$ cat src/rtl/carregador_matrizes_pkg.sv
`default_nettype none
// ---------------------------------------------------------------------------
// pkg_matrizes: shared dimensions and loader states for the 5x5 int8 datapath
// rev 1.0
// ---------------------------------------------------------------------------
package pkg_matrizes;
  localparam int N     = 5;
  localparam int W     = 8;
  localparam int VEC_W = N * N * W;
  localparam int IDX_W = $clog2(N * N);

  localparam logic [IDX_W-1:0] IDX_ULTIMO = IDX_W'(N * N - 1);

  typedef enum logic [1:0] {
    RECEBE_A = 2'd0,
    RECEBE_B = 2'd1,
    PRONTO   = 2'd2
  } estado_t;
endpackage
`default_nettype wire

$ cat src/rtl/carregador_matrizes_registrador.sv
`default_nettype none
// ---------------------------------------------------------------------------
// registrador_matriz: linearized NxN element store, one element written per cycle
// rev 1.0
// ---------------------------------------------------------------------------
module registrador_matriz
  import pkg_matrizes::*;
(
  input  logic             clk,
  input  logic             reset,
  input  logic             we,
  input  logic [IDX_W-1:0] idx,
  input  logic [W-1:0]     data,
  output logic [VEC_W-1:0] q
);

  logic [VEC_W-1:0] q_q;
  logic [VEC_W-1:0] q_d;

  always_comb begin
    q_d = q_q;
    if (we) begin
      q_d[int'(idx) * W +: W] = data;
    end
  end

  always_ff @(posedge clk) begin
    if (reset) begin
      q_q <= '0;
    end else begin
      q_q <= q_d;
    end
  end

  assign q = q_q;

endmodule
`default_nettype wire

$ cat src/rtl/carregador_matrizes.sv
`default_nettype none
// ---------------------------------------------------------------------------
// carregador_matrizes: byte-stream loader assembling A then B for the multiplier
// rev 1.0
// ---------------------------------------------------------------------------
module carregador_matrizes
  import pkg_matrizes::*;
(
  input  logic             clk,
  input  logic             reset,
  input  logic [W-1:0]     in_data,
  input  logic             in_valid,
  input  logic             in_first,
  output logic             in_ready,
  output logic [VEC_W-1:0] A,
  output logic [VEC_W-1:0] B,
  output logic             out_valid,
  input  logic             out_ready,
  output logic             erro_sync
);

  estado_t          estado_q, estado_d;
  logic [IDX_W-1:0] idx_q, idx_d;
  logic             erro_sync_q, erro_sync_d;
  logic             we_a, we_b;
  logic [IDX_W-1:0] idx_wr;
  logic             aceita;

  assign in_ready  = (estado_q != PRONTO);
  assign out_valid = (estado_q == PRONTO);
  assign erro_sync = erro_sync_q;
  assign aceita    = in_valid && in_ready;

  always_comb begin
    estado_d    = estado_q;
    idx_d       = idx_q;
    erro_sync_d = 1'b0;
    we_a        = 1'b0;
    we_b        = 1'b0;
    idx_wr      = idx_q;

    if (aceita && in_first) begin
      // Resync: the marked byte is always A[0][0], wherever we were in the frame.
      we_a        = 1'b1;
      idx_wr      = '0;
      idx_d       = IDX_W'(1);
      estado_d    = RECEBE_A;
      erro_sync_d = !((estado_q == RECEBE_A) && (idx_q == '0));
    end else if (aceita) begin
      we_a = (estado_q == RECEBE_A);
      we_b = (estado_q == RECEBE_B);
      if (idx_q == IDX_ULTIMO) begin
        idx_d    = '0;
        estado_d = (estado_q == RECEBE_A) ? RECEBE_B : PRONTO;
      end else begin
        idx_d = idx_q + IDX_W'(1);
      end
    end else if ((estado_q == PRONTO) && out_ready) begin
      estado_d = RECEBE_A;
      idx_d    = '0;
    end
  end

  always_ff @(posedge clk) begin
    if (reset) begin
      estado_q    <= RECEBE_A;
      idx_q       <= '0;
      erro_sync_q <= 1'b0;
    end else begin
      estado_q    <= estado_d;
      idx_q       <= idx_d;
      erro_sync_q <= erro_sync_d;
    end
  end

  registrador_matriz u_reg_a (
    .clk   (clk),
    .reset (reset),
    .we    (we_a),
    .idx   (idx_wr),
    .data  (in_data),
    .q     (A)
  );

  registrador_matriz u_reg_b (
    .clk   (clk),
    .reset (reset),
    .we    (we_b),
    .idx   (idx_wr),
    .data  (in_data),
    .q     (B)
  );

endmodule
`default_nettype wire

$ cat config.mk
export PLATFORM = sky130hd
export DESIGN_NAME = carregador_matrizes
export DESIGN_NICKNAME = d
export VERILOG_FILES = /design/src/rtl/carregador_matrizes_pkg.sv /design/src/rtl/carregador_matrizes_registrador.sv /design/src/rtl/carregador_matrizes.sv
export SDC_FILE = /design/constraint.sdc
export NUM_CORES = 1
export LEC_CHECK = 0
export ABC_AREA = 1
export CORE_MARGIN = 3
export CORE_UTILIZATION = 30
export DETAILED_ROUTE_END_ITERATION = 10
export PLACE_DENSITY = 0.57
export SYNTH_ARGS = -nofsm -noshare
export SYNTH_HDL_FRONTEND = slang
export SYNTH_HIERARCHICAL = 1
export SYNTH_SLANG_ARGS = --single-unit
$ cat constraint.sdc
create_clock -name clk -period 5.65 [get_ports clk]
set_input_delay 0.8475 -clock clk [delete_from_list [all_inputs] [get_ports clk]]
set_output_delay 0.8475 -clock clk [all_outputs]
set_load 0.03 [all_outputs]
==> results of run 1 <==
## kinds of logic after synthesis
| family | share of synthesized area (%) |
|---|---|
| fa+ha+maj | 0.5998 |
| flops | 43.51 |
| buf+inv | 10.48 |
| compound gates | 7.271 |
| simple gates | 38.14 |
## flip-flops by register name, indices dropped and copies added (netlist names)
signal / count
estado_q: 2
u_reg_b/q: 200
idx_q: 5
erro_sync: 1
u_reg_a/q: 200
## worst max-delay path by stage
| stage | slack (ps) | depth (start not counted) | to |
|---|---|---|---|
| floorplan | 2420 | 15 | u_reg_a/q[95]$_SDFFE_PP0P_ |
| global placement | 810 | 13 | u_reg_b/q[189]$_SDFFE_PP0P_ |
| detailed placement | 760 | 13 | u_reg_b/q[189]$_SDFFE_PP0P_ |
| CTS | 1380 | 13 | u_reg_b/q[189]$_SDFFE_PP0P_ |
| global route | 1110 | 14 | u_reg_b/q[186]$_SDFFE_PP0P_ |
| finish | 1370 | 13 | u_reg_b/q[189]$_SDFFE_PP0P_ |
## layer usage
layer	up-vias	track usage, %	routed length (um)
met5	-	0	28
met3	97	6.471	6551
met1	8416	26.37	30140
met4	4	5.828	1694
li1	9434	-	-
met2	622	33.80	32420
## tightest hold or removal path, stage by stage (launching register included)
cell and delay [ps]:
dfxtp_1 300, inv_1 40, a21oi_1 50
## through the flow
step	hold slack (ps)	cells	power, mW	instance area [um2]	util, %
floorplan	473.6	2817	3.283	18770	-
global placement	428.6	3946	3.445	23450	37.93
detailed placement	430.4	3946	3.444	23450	37.93
CTS	439.2	4029	6.518	24990	40.42
global route	451.4	4029	6.668	24990	40.42
finish	436.8	4029	6.444	24990	40.42
## Yosys cell counts (2+ instances only)
master	instances
o21ai_1	2
nand4_1	55
nand2_4	5
nor3_1	68
dfxtp_1	408
buf_1	13
nor2_4	6
a21oi_1	150
nand2_1	687
o21ai_0	112
nand4_4	7
inv_2	19
nand3_2	8
o211a_1	2
clkinv_1	2
inv_1	307
clkbuf_1	68
nor2_1	617
nor3_2	2
buf_4	8
nand2_2	6
nor2_2	18
nor4_1	3
nand4_2	3
nor2_8	4
o211ai_1	2
and2_1	2
ha_1	9
buf_2	50
nand3_1	154
nand3_4	7
buf_6	9
## power by group through the flow
stage | clock network (mW) | registers, mW | logic (mW)
3_5_place_dp | 0 | 2.96 | 0.486
2_1_floorplan | 0 | 2.97 | 0.314
3_3_place_gp | 0 | 2.96 | 0.486
5_1_grt | 3.24 | 2.89 | 0.529
6_report | 3.06 | 2.90 | 0.490
4_1_cts | 3.14 | 2.89 | 0.486
## cell type report
| cell class | instances | area share [%] |
|---|---|---|
| Clock buffer | 68 | 5.673 |
| Clock inverter | 15 | 0.5007 |
| Inverter | 329 | 4.972 |
| Multi-Input combinational cell | 1931 | 34.59 |
| Sequential cell | 408 | 32.68 |
| Tap cell | 837 | 4.191 |
| Timing Repair Buffer | 441 | 17.39 |
==> impl_metrics.csv, run 1 <==
group,metric,value,unit
sta,slew_headroom,20.01,%
critical_path,critPathMaxStageDelay,730,ps
sta,hold_viol,0,
finish,fillers,6530,
power,clock_power_share,47.5,%
grt,grt_overflow,0,
place,place_congestion,0.8326,
power,p_int,4.766,mW
sta,fin_skew,19.38,ps
critical_path,cp.required,6110,ps
sta,tightestPinTransition,1198,ps
power,combPwrFrac,7.6,%
sta,period_needed,4282,ps
routing,vias,18570,
floorplan,core,0.06183,mm2
logic_synthesis,ys_seq_area_share,43.51,%
min_path,hp-start,"u_reg_b/q[4]$_SDFFE_PP0P_",
grt,grt_max_degree,142,
sta,drv_slew,0,
clocking,cts-hold-fix-buffers,0,
finish,multiInputGateArea,0.008643,mm2
routing,wl,70.84,mm
clocking,cts-root-buf,"clkbuf_16",
logic_synthesis,synth_edf_count,0,
grt,grt_pass1_wl,106.5,mm
finish,layout.area.seq,0.008168,mm2
sta,fin_crit_sh,75.78,%
critical_path,worstReg2RegEnd,"u_reg_b/q[189]$_SDFFE_PP0P_",
logic_synthesis,synthCells,2817,
critical_path,crit_fanout,27,
logic_synthesis,synth_area,0.01877,mm2
clocking,clk_pin_slew_worst_paths,50,ps
min_path,whs_path_depth,2,
status,status,"complete, no violations",
clocking,insertion_delay,590,ps
logic_synthesis,synth_area_leaders,"dfxtp_1, nand2_1, nor2_1",
sta,setup_viol,0,
routing,routedWlPerCell,17.58,um
grt,grtUsageTotal,20.72,%
power,power.leakage,10.91,nW
critical_path,cp_top_family,"simple AND/OR/NAND/NOR gates",
sta,rsz0062_at_grt,"no",
sta,max_freq,233.6,MHz
job,drv_cap,0,
finish,n_antenna_cell,0,
place,port_buffers,415,
critical_path,path_cells,"clkdlybuf4s50_1 -> nand3_4 -> nand2_1 -> inv_1 -> buf_4 -> inv_2 -> ha_1 -> nor2_2 -> nand3_1 -> inv_2 -> nand3_1 -> nor2_1 -> nor2_1",
floorplan,die_h,256.2,um
logic_synthesis,yosys.area.top_type,"dfxtp_1",
power,peakVddDrop,0.1977,mV
routing,vias_per_cell,4.610,
grt,grt_pass1_vias,16910,
clocking,ctsLongestPathBuffers,3,
critical_path,rr_startpoint,"estado_q[1]$_SDFFE_PP0P_",
critical_path,crit_path_top_delay_cell,"nor2_2",
clocking,post_cts_buffers,0,
logic_synthesis,synth_nets,2839,
critical_path,critPathLaunchType,"input pin",
power,p_sw_share,26.03,%
clocking,clock_sinks,408,
clocking,cts-resized-gates,0,
floorplan,std_cell_rows,91,
logic_synthesis,synthFlopType,"dfxtp_1",
floorplan,pin_count,416,
critical_path,crit_path_start,"in_valid",
floorplan,start_util,30.37,%
power,p_switching,1.677,mW
clocking,cts_tree,"yes",
routing,drc,0,
sta,fin_ws,1368,ps
critical_path,path_class,"in2reg",
critical_path,end_kind,"flop",
grt,antenna_found_initial,3,
place,dpl.hpwl,50.98,mm
logic_synthesis,syn_avg_cell_area,6.665,um2
floorplan,die_area,0.06562,mm2
finish,layout-drive-gt1-share,6.078,%
logic_synthesis,synth_top_area_share,43.51,%
min_path,holdPathEnd,"u_reg_b/q[4]$_SDFFE_PP0P_",
critical_path,crit_buf_inv,5,
finish,final_cell_mix,"nand2_1, nor2_1, clkdlybuf4s50_1",
critical_path,r2r_slack,1680,ps
finish,fin_nets,3181,
logic_synthesis,synth_seq_cells,408,
routing,ant_nets,0,
finish,syn2layout_area_growth,33.11,%
critical_path,worstPathArrival,4750,ps
routing,firstDrtPassIters,5,
critical_path,r2r_cells,13,
sta,tns,0,ps
power,seq_power_share,44.9,%
routing,drt_iter0_drc,1374,
power,power-per-cell-area,257.8,mW/mm2
logic_synthesis,synth_warnings,6,
min_path,hp-class,"reg2reg",
logic_synthesis,synth.distinct_cells,36,
finish,layout_commonest_cell,"nand2_1",
floorplan,die_w,256.2,um
logic_synthesis,synthArstFlopShare,0,%
place,dp_slack,761.2,ps
clocking,cts-htree-levels,2,
clocking,cts_made_buffers,48,
No activity file was read; power rests on OpenSTA's default activity.
==> inputs of run 2 (changes only) <==
clock period = 4.5 ns   (was 5.65 ns; I/O delays follow)
==> run 2 against run 1 <==
  * First-iteration DRC count decreased by 6.6%
  * Flip-flop and latch count unchanged
  * Register-to-register slack got worse by 650 ps
  * Core utilization increased by 0.26 points
  * Global-route usage decreased by 0.057 points
  * Cell count increased by 0.45%
  * Non-clock buffer count increased by 17
  * Cell area increased by 0.64%
  * Critical path depth increased by 5
  * Clock-buffer cell count increased by 4
  * Sequential share of layout area decreased by 0.21 points
  * Worst hold slack improved by 13 ps
  * Critical path type unchanged
  * Largest cell class unchanged
==> impl_metrics.csv, run 2 (same netlist as run 1, synthesis figures left out) <==
group,metric,value,unit
status,status,"complete, no violations",
grt,grt_pass1_vias,17380,
place,place_congestion,0.8534,
routing,firstDrtPassIters,5,
sta,tightestPinTransition,1019,ps
critical_path,cp-endpoint,"u_reg_b/q[189]$_SDFFE_PP0P_",
place,port_buffers,415,
clocking,cts_tree,"yes",
finish,fin_nets,3198,
sta,rsz0062_at_grt,"no",
critical_path,crit_path_top_delay_cell,"clkdlybuf4s50_1",
power,p_switching,2.083,mW
job,drv_cap,0,
power,p_sw_share,25.59,%
floorplan,die_area,0.06562,mm2
routing,drt_iter0_drc,1283,
finish,final_cell_mix,"nand2_1, nor2_1, clkdlybuf4s50_1",
critical_path,crit_fanout,12,
power,combPwrFrac,7.7,%
critical_path,end_kind,"flop",
place,dpl.hpwl,52.05,mm
floorplan,core,0.06183,mm2
critical_path,worstReg2RegEnd,"u_reg_b/q[189]$_SDFFE_PP0P_",
clocking,cts-htree-levels,2,
floorplan,die_w,256.2,um
routing,vias_per_cell,4.633,
power,peakVddDrop,0.2316,mV
clocking,clk_pin_slew_worst_paths,60,ps
critical_path,r2r_cells,18,
sta,fin_crit_sh,81.62,%
routing,ant_nets,0,
clocking,post_cts_buffers,0,
routing,drc,0,
grt,grt_max_degree,125,
floorplan,std_cell_rows,91,
sta,tns,0,ps
min_path,whs_path_depth,2,
critical_path,critPathMaxStageDelay,560,ps
clocking,cts_made_buffers,48,
clocking,ctsLongestPathBuffers,3,
power,power-per-cell-area,323.6,mW/mm2
finish,layout_commonest_cell,"nand2_1",
routing,vias,18750,
critical_path,rr_startpoint,"estado_q[1]$_SDFFE_PP0P_",
sta,hold_viol,0,
grt,grt_overflow,0,
power,p_int,6.056,mW
clocking,cts-resized-gates,0,
critical_path,path_class,"in2reg",
floorplan,die_h,256.2,um
sta,slew_headroom,32.09,%
finish,syn2layout_area_growth,33.96,%
grt,grtUsageTotal,20.66,%
clocking,cts-root-buf,"clkbuf_16",
finish,n_antenna_cell,0,
clocking,insertion_delay,580,ps
sta,period_needed,3673,ps
min_path,hp-class,"reg2reg",
critical_path,critPathLaunchType,"input pin",
finish,layout-drive-gt1-share,6.386,%
critical_path,path_cells,"clkdlybuf4s50_1 -> nand3_4 -> nand2_1 -> inv_1 -> inv_2 -> ha_1 -> nand2_1 -> nor2_1 -> ha_1 -> inv_1 -> nand2_1 -> nor2_2 -> nand3_1 -> inv_2 -> nand3_1 -> nand2_1 -> nand2_1 -> nor2_1",
finish,fillers,6499,
critical_path,critPathMostFrequentCell,"nand2_1",
sta,drv_slew,0,
power,clock_power_share,47.6,%
finish,finish.utilization,40.68,%
clocking,clock_sinks,408,
grt,grt_pass1_wl,106.5,mm
floorplan,start_util,30.37,%
critical_path,worstPathArrival,4170,ps
power,seq_power_share,44.7,%
critical_path,r2r_slack,1030,ps
grt,antenna_found_initial,3,
power,power.leakage,11.01,nW
sta,fin_skew,28.56,ps
critical_path,crit_path_start,"in_valid",
floorplan,pin_count,416,
routing,wl,70.26,mm
sta,max_freq,272.3,MHz
critical_path,cp.required,4990,ps
clocking,cts-hold-fix-buffers,0,
routing,routedWlPerCell,17.36,um
sta,setup_viol,0,
-- run 2: cell count changes in the layout (fill, tap and decap cells not counted), sizes merged --
cell,delta
inv,-2
clkbuf,+4
clkinv,-1
clkinvlp,-2
bufinv,+2
buf,+17
-- run 2: worst min-delay path by stage --
stage	start	endpoint	slack, ps
4_1_cts	u_reg_b/q[3]$_SDFFE_PP0P_	u_reg_b/q[3]$_SDFFE_PP0P_	450
6_report	u_reg_b/q[3]$_SDFFE_PP0P_	u_reg_b/q[3]$_SDFFE_PP0P_	450
2_1_floorplan	idx_q[4]$_SDFFE_PP0P_	idx_q[4]$_SDFFE_PP0P_	470
3_3_place_gp	u_reg_b/q[3]$_SDFFE_PP0P_	u_reg_b/q[3]$_SDFFE_PP0P_	440
3_5_place_dp	u_reg_b/q[3]$_SDFFE_PP0P_	u_reg_b/q[3]$_SDFFE_PP0P_	440
5_1_grt	u_reg_b/q[3]$_SDFFE_PP0P_	u_reg_b/q[3]$_SDFFE_PP0P_	480
-- run 2: power by group through the flow --
stage | clock (mW) | combinational [mW] | sequential (mW)
2_1_floorplan | 0 | 0.394 | 3.73
3_3_place_gp | 0 | 0.625 | 3.71
3_5_place_dp | 0 | 0.623 | 3.71
4_1_cts | 3.99 | 0.625 | 3.63
5_1_grt | 4.11 | 0.678 | 3.63
6_report | 3.87 | 0.629 | 3.64
-- run 2: area by class of cell --
type                            count  area (um2)  share of cell area (%)
Clock buffer                       72        1391                   5.532
Clock inverter                     12       158.9                  0.6318
Inverter                          329        1242                   4.940
Multi-Input combinational cell   1931        8643                   34.37
Sequential cell                   408        8168                   32.48
Tap cell                          837        1047                   4.164
Timing Repair Buffer              458        4499                   17.89
-- run 2: metal layers --
layer	GRT usage [%]	share of wire (%)	vias to the layer above
li1	-	-	9473
met1	25.90	43	8532
met2	33.53	45	606
met3	6.421	8.4	134
met4	7.238	3.5	4
met5	0	0.044	-
-- run 2: metrics by stage --
step	worst slack, ps	power [mW]	area, um2	std cells	hold WS, ps
2_1_floorplan	1442	4.121	18770	2817	473.6
3_3_place_gp	314.6	4.340	23600	3963	436.2
3_5_place_dp	266.9	4.338	23600	3963	440.6
4_1_cts	882.6	8.244	25150	4047	450.0
5_1_grt	504.0	8.425	25150	4047	481.1
6_report	827.3	8.139	25150	4047	449.6
-- run 2: critical path: cells and delay by family --
family / cells / cell delay [ps]
adders and majority gates: 2 / 460
buffers and inverters: 5 / 1270
and+or+nand+nor: 11 / 1750
==> inputs of run 3 (changes only) <==
PLACE_DENSITY = 0.59   (was 0.57)
clock period = 3.12 ns   (was 4.5 ns; I/O delays follow)
==> run 3 against run 2 <==
  * Cell count is 3.3% higher
  * Sequential power is 44% higher
  * First-iteration DRC count is 12% lower
  * Combinational power is 69% higher
  * Total power is 41% higher
  * Highest routed layer unchanged
  * Worst hold slack worse by 90 ps
==> impl_metrics.csv, run 3 (same netlist as run 1, synthesis figures left out) <==
group,metric,value,unit
min_path,holdPathEnd,"u_reg_b/q[130]$_SDFFE_PP0P_",
floorplan,die_h,256.2,um
finish,n_antenna_cell,0,
critical_path,worstPathArrival,3260,ps
clocking,post_cts_buffers,0,
sta,setup_viol,0,
power,p_int,8.523,mW
status,status,"complete, no violations",
floorplan,std_cell_rows,91,
routing,ant_nets,0,
critical_path,r2r_cells,18,
critical_path,end_kind,"flop",
sta,slew_headroom,35.38,%
floorplan,die_area,0.06562,mm2
min_path,hp-class,"in2reg",
clocking,cts_tree,"yes",
routing,wl,70.13,mm
power,seq_power_share,45.8,%
critical_path,r2r_slack,310,ps
clocking,cts-htree-levels,2,
clocking,clock_sinks,408,
power,peakVddDrop,0.3273,mV
sta,tightestPinTransition,969.2,ps
min_path,whs_path_depth,2,
sta,fin_skew,17.32,ps
floorplan,die_w,256.2,um
finish,finish.utilization,42.76,%
finish,layout_commonest_cell,"nand2_1",
power,p_sw_share,25.55,%
sta,drv_slew,0,
critical_path,path_class,"reg2reg",
critical_path,rr_startpoint,"estado_q[0]$_SDFFE_PP0P_",
finish,syn2layout_area_growth,40.80,%
grt,grt_overflow,0,
routing,vias,18990,
power,clock_power_share,45.0,%
floorplan,pin_count,416,
power,p_switching,2.925,mW
clocking,ctsLongestPathBuffers,3,
critical_path,crit_fanout,16,
grt,busiest_layer,"met2",
routing,vias_per_cell,4.540,
grt,grtUsageMet3,5.283,%
finish,final_cell_mix,"nand2_1, nor2_1, clkdlybuf4s50_1",
sta,hold_viol,0,
grt,grt_use_met2,33.68,%
finish,fin_nets,3342,
power,power-per-cell-area,433.1,mW/mm2
routing,routedWlPerCell,16.77,um
min_path,hp-start,"reset",
finish,fillers,6433,
grt,grt_max_degree,86,
clocking,cts-root-buf,"clkbuf_16",
place,dpl.hpwl,52.76,mm
grt,use_met1,26.52,%
grt,antenna_found_initial,2,
sta,period_needed,2809,ps
grt,grtUsageTotal,20.43,%
job,drv_cap,0,
finish,layout-drive-gt1-share,10.16,%
routing,drc,0,
grt,grt_pass1_wl,105.9,mm
place,port_buffers,415,
floorplan,core,0.06183,mm2
power,power.leakage,11.77,nW
clocking,cts-resized-gates,0,
finish,design_area,0.02643,mm2
sta,fin_hold_ws,359.5,ps
sta,rsz0062_at_grt,"no",
sta,max_freq,356.0,MHz
clocking,clk_pin_slew_worst_paths,60,ps
critical_path,cp.required,3570,ps
routing,firstDrtPassIters,5,
place,dpl_cell_area,0.02504,mm2
critical_path,critPathLaunchType,"flop",
clocking,cts-hold-fix-buffers,0,
floorplan,start_util,30.37,%
clocking,insertion_delay,570,ps
grt,grt_pass1_vias,17400,
power,combPwrFrac,9.2,%
place,place_congestion,0.8845,
clocking,cts_made_buffers,47,
sta,fin_crit_sh,90.03,%
critical_path,worstReg2RegEnd,"u_reg_b/q[170]$_SDFFE_PP0P_",
routing,drt_iter0_drc,1132,
[run 3: through the flow]
step / setup WS, ps / total power, mW / TNS, ps / instances
6_report: 311.2 / 11.45 / 0 / 4182
5_1_grt: 56.25 / 11.86 / 0 / 4182
4_1_cts: 210.0 / 11.61 / 0 / 4182
3_5_place_dp: -159.5 / 6.412 / -8541 / 4108
3_3_place_gp: -120.5 / 6.411 / -2608 / 4108
2_1_floorplan: 149.3 / 5.944 / 0 / 2817
[run 3: worst max-delay path, stage by stage (launching register included)]
cell	delay [ps]
dfxtp_1	320
inv_2	110
nand2_4	100
nand3_4	100
nand2_1	60
inv_1	150
inv_2	60
ha_1	200
nand2_1	100
nor2_1	60
ha_1	210
inv_1	120
nand2_1	80
nor2_2	230
nand3_1	190
inv_2	170
nand3_4	200
nor2_1	170
nor2_1	60
[run 3: worst max-delay path by stage]
stage	startpoint	to	cells after the start
final	estado_q[0]$_SDFFE_PP0P_	u_reg_b/q[170]$_SDFFE_PP0P_	18
after global routing	estado_q[0]$_SDFFE_PP0P_	u_reg_b/q[191]$_SDFFE_PP0P_	20
after CTS	estado_q[1]$_SDFFE_PP0P_	u_reg_b/q[15]$_SDFFE_PP0P_	18
after detailed placement	in_first	u_reg_b/q[13]$_SDFFE_PP0P_	18
after global placement	in_first	u_reg_b/q[14]$_SDFFE_PP0P_	17
after floorplan	estado_q[1]$_SDFFE_PP0P_	u_reg_a/q[95]$_SDFFE_PP0P_	16
[run 3: per-layer routing]
| layer | vias up | share of wire (%) | wire length [um] |
|---|---|---|---|
| li1 | 9748 | - | - |
| met1 | 8556 | 44 | 31150 |
| met2 | 583 | 46 | 31910 |
| met3 | 97 | 7.6 | 5362 |
| met4 | 4 | 2.4 | 1677 |
| met5 | - | 0.033 | 23 |
[run 3: cell type report]
| cell class | count | area [um2] | area share [%] |
|---|---|---|---|
| multi-input combinational | 1931 | 8658 | 32.75 |
| sequential | 408 | 8169 | 30.90 |
| timing repair buffer | 603 | 5938 | 22.46 |
| tap | 837 | 1047 | 3.962 |
| clock inverter | 9 | 105.1 | 0.3976 |
| inverter | 329 | 1242 | 4.700 |
| clock buffer | 65 | 1274 | 4.818 |
[run 3: power by group through the flow]
stage          Clock (mW)  Sequential (mW)  Combinational, mW
3_3_place_gp            0             5.36               1.05
3_5_place_dp            0             5.36               1.05
2_1_floorplan           0             5.38              0.569
4_1_cts              5.31             5.24               1.06
5_1_grt              5.49             5.24               1.13
6_report             5.15             5.25               1.06
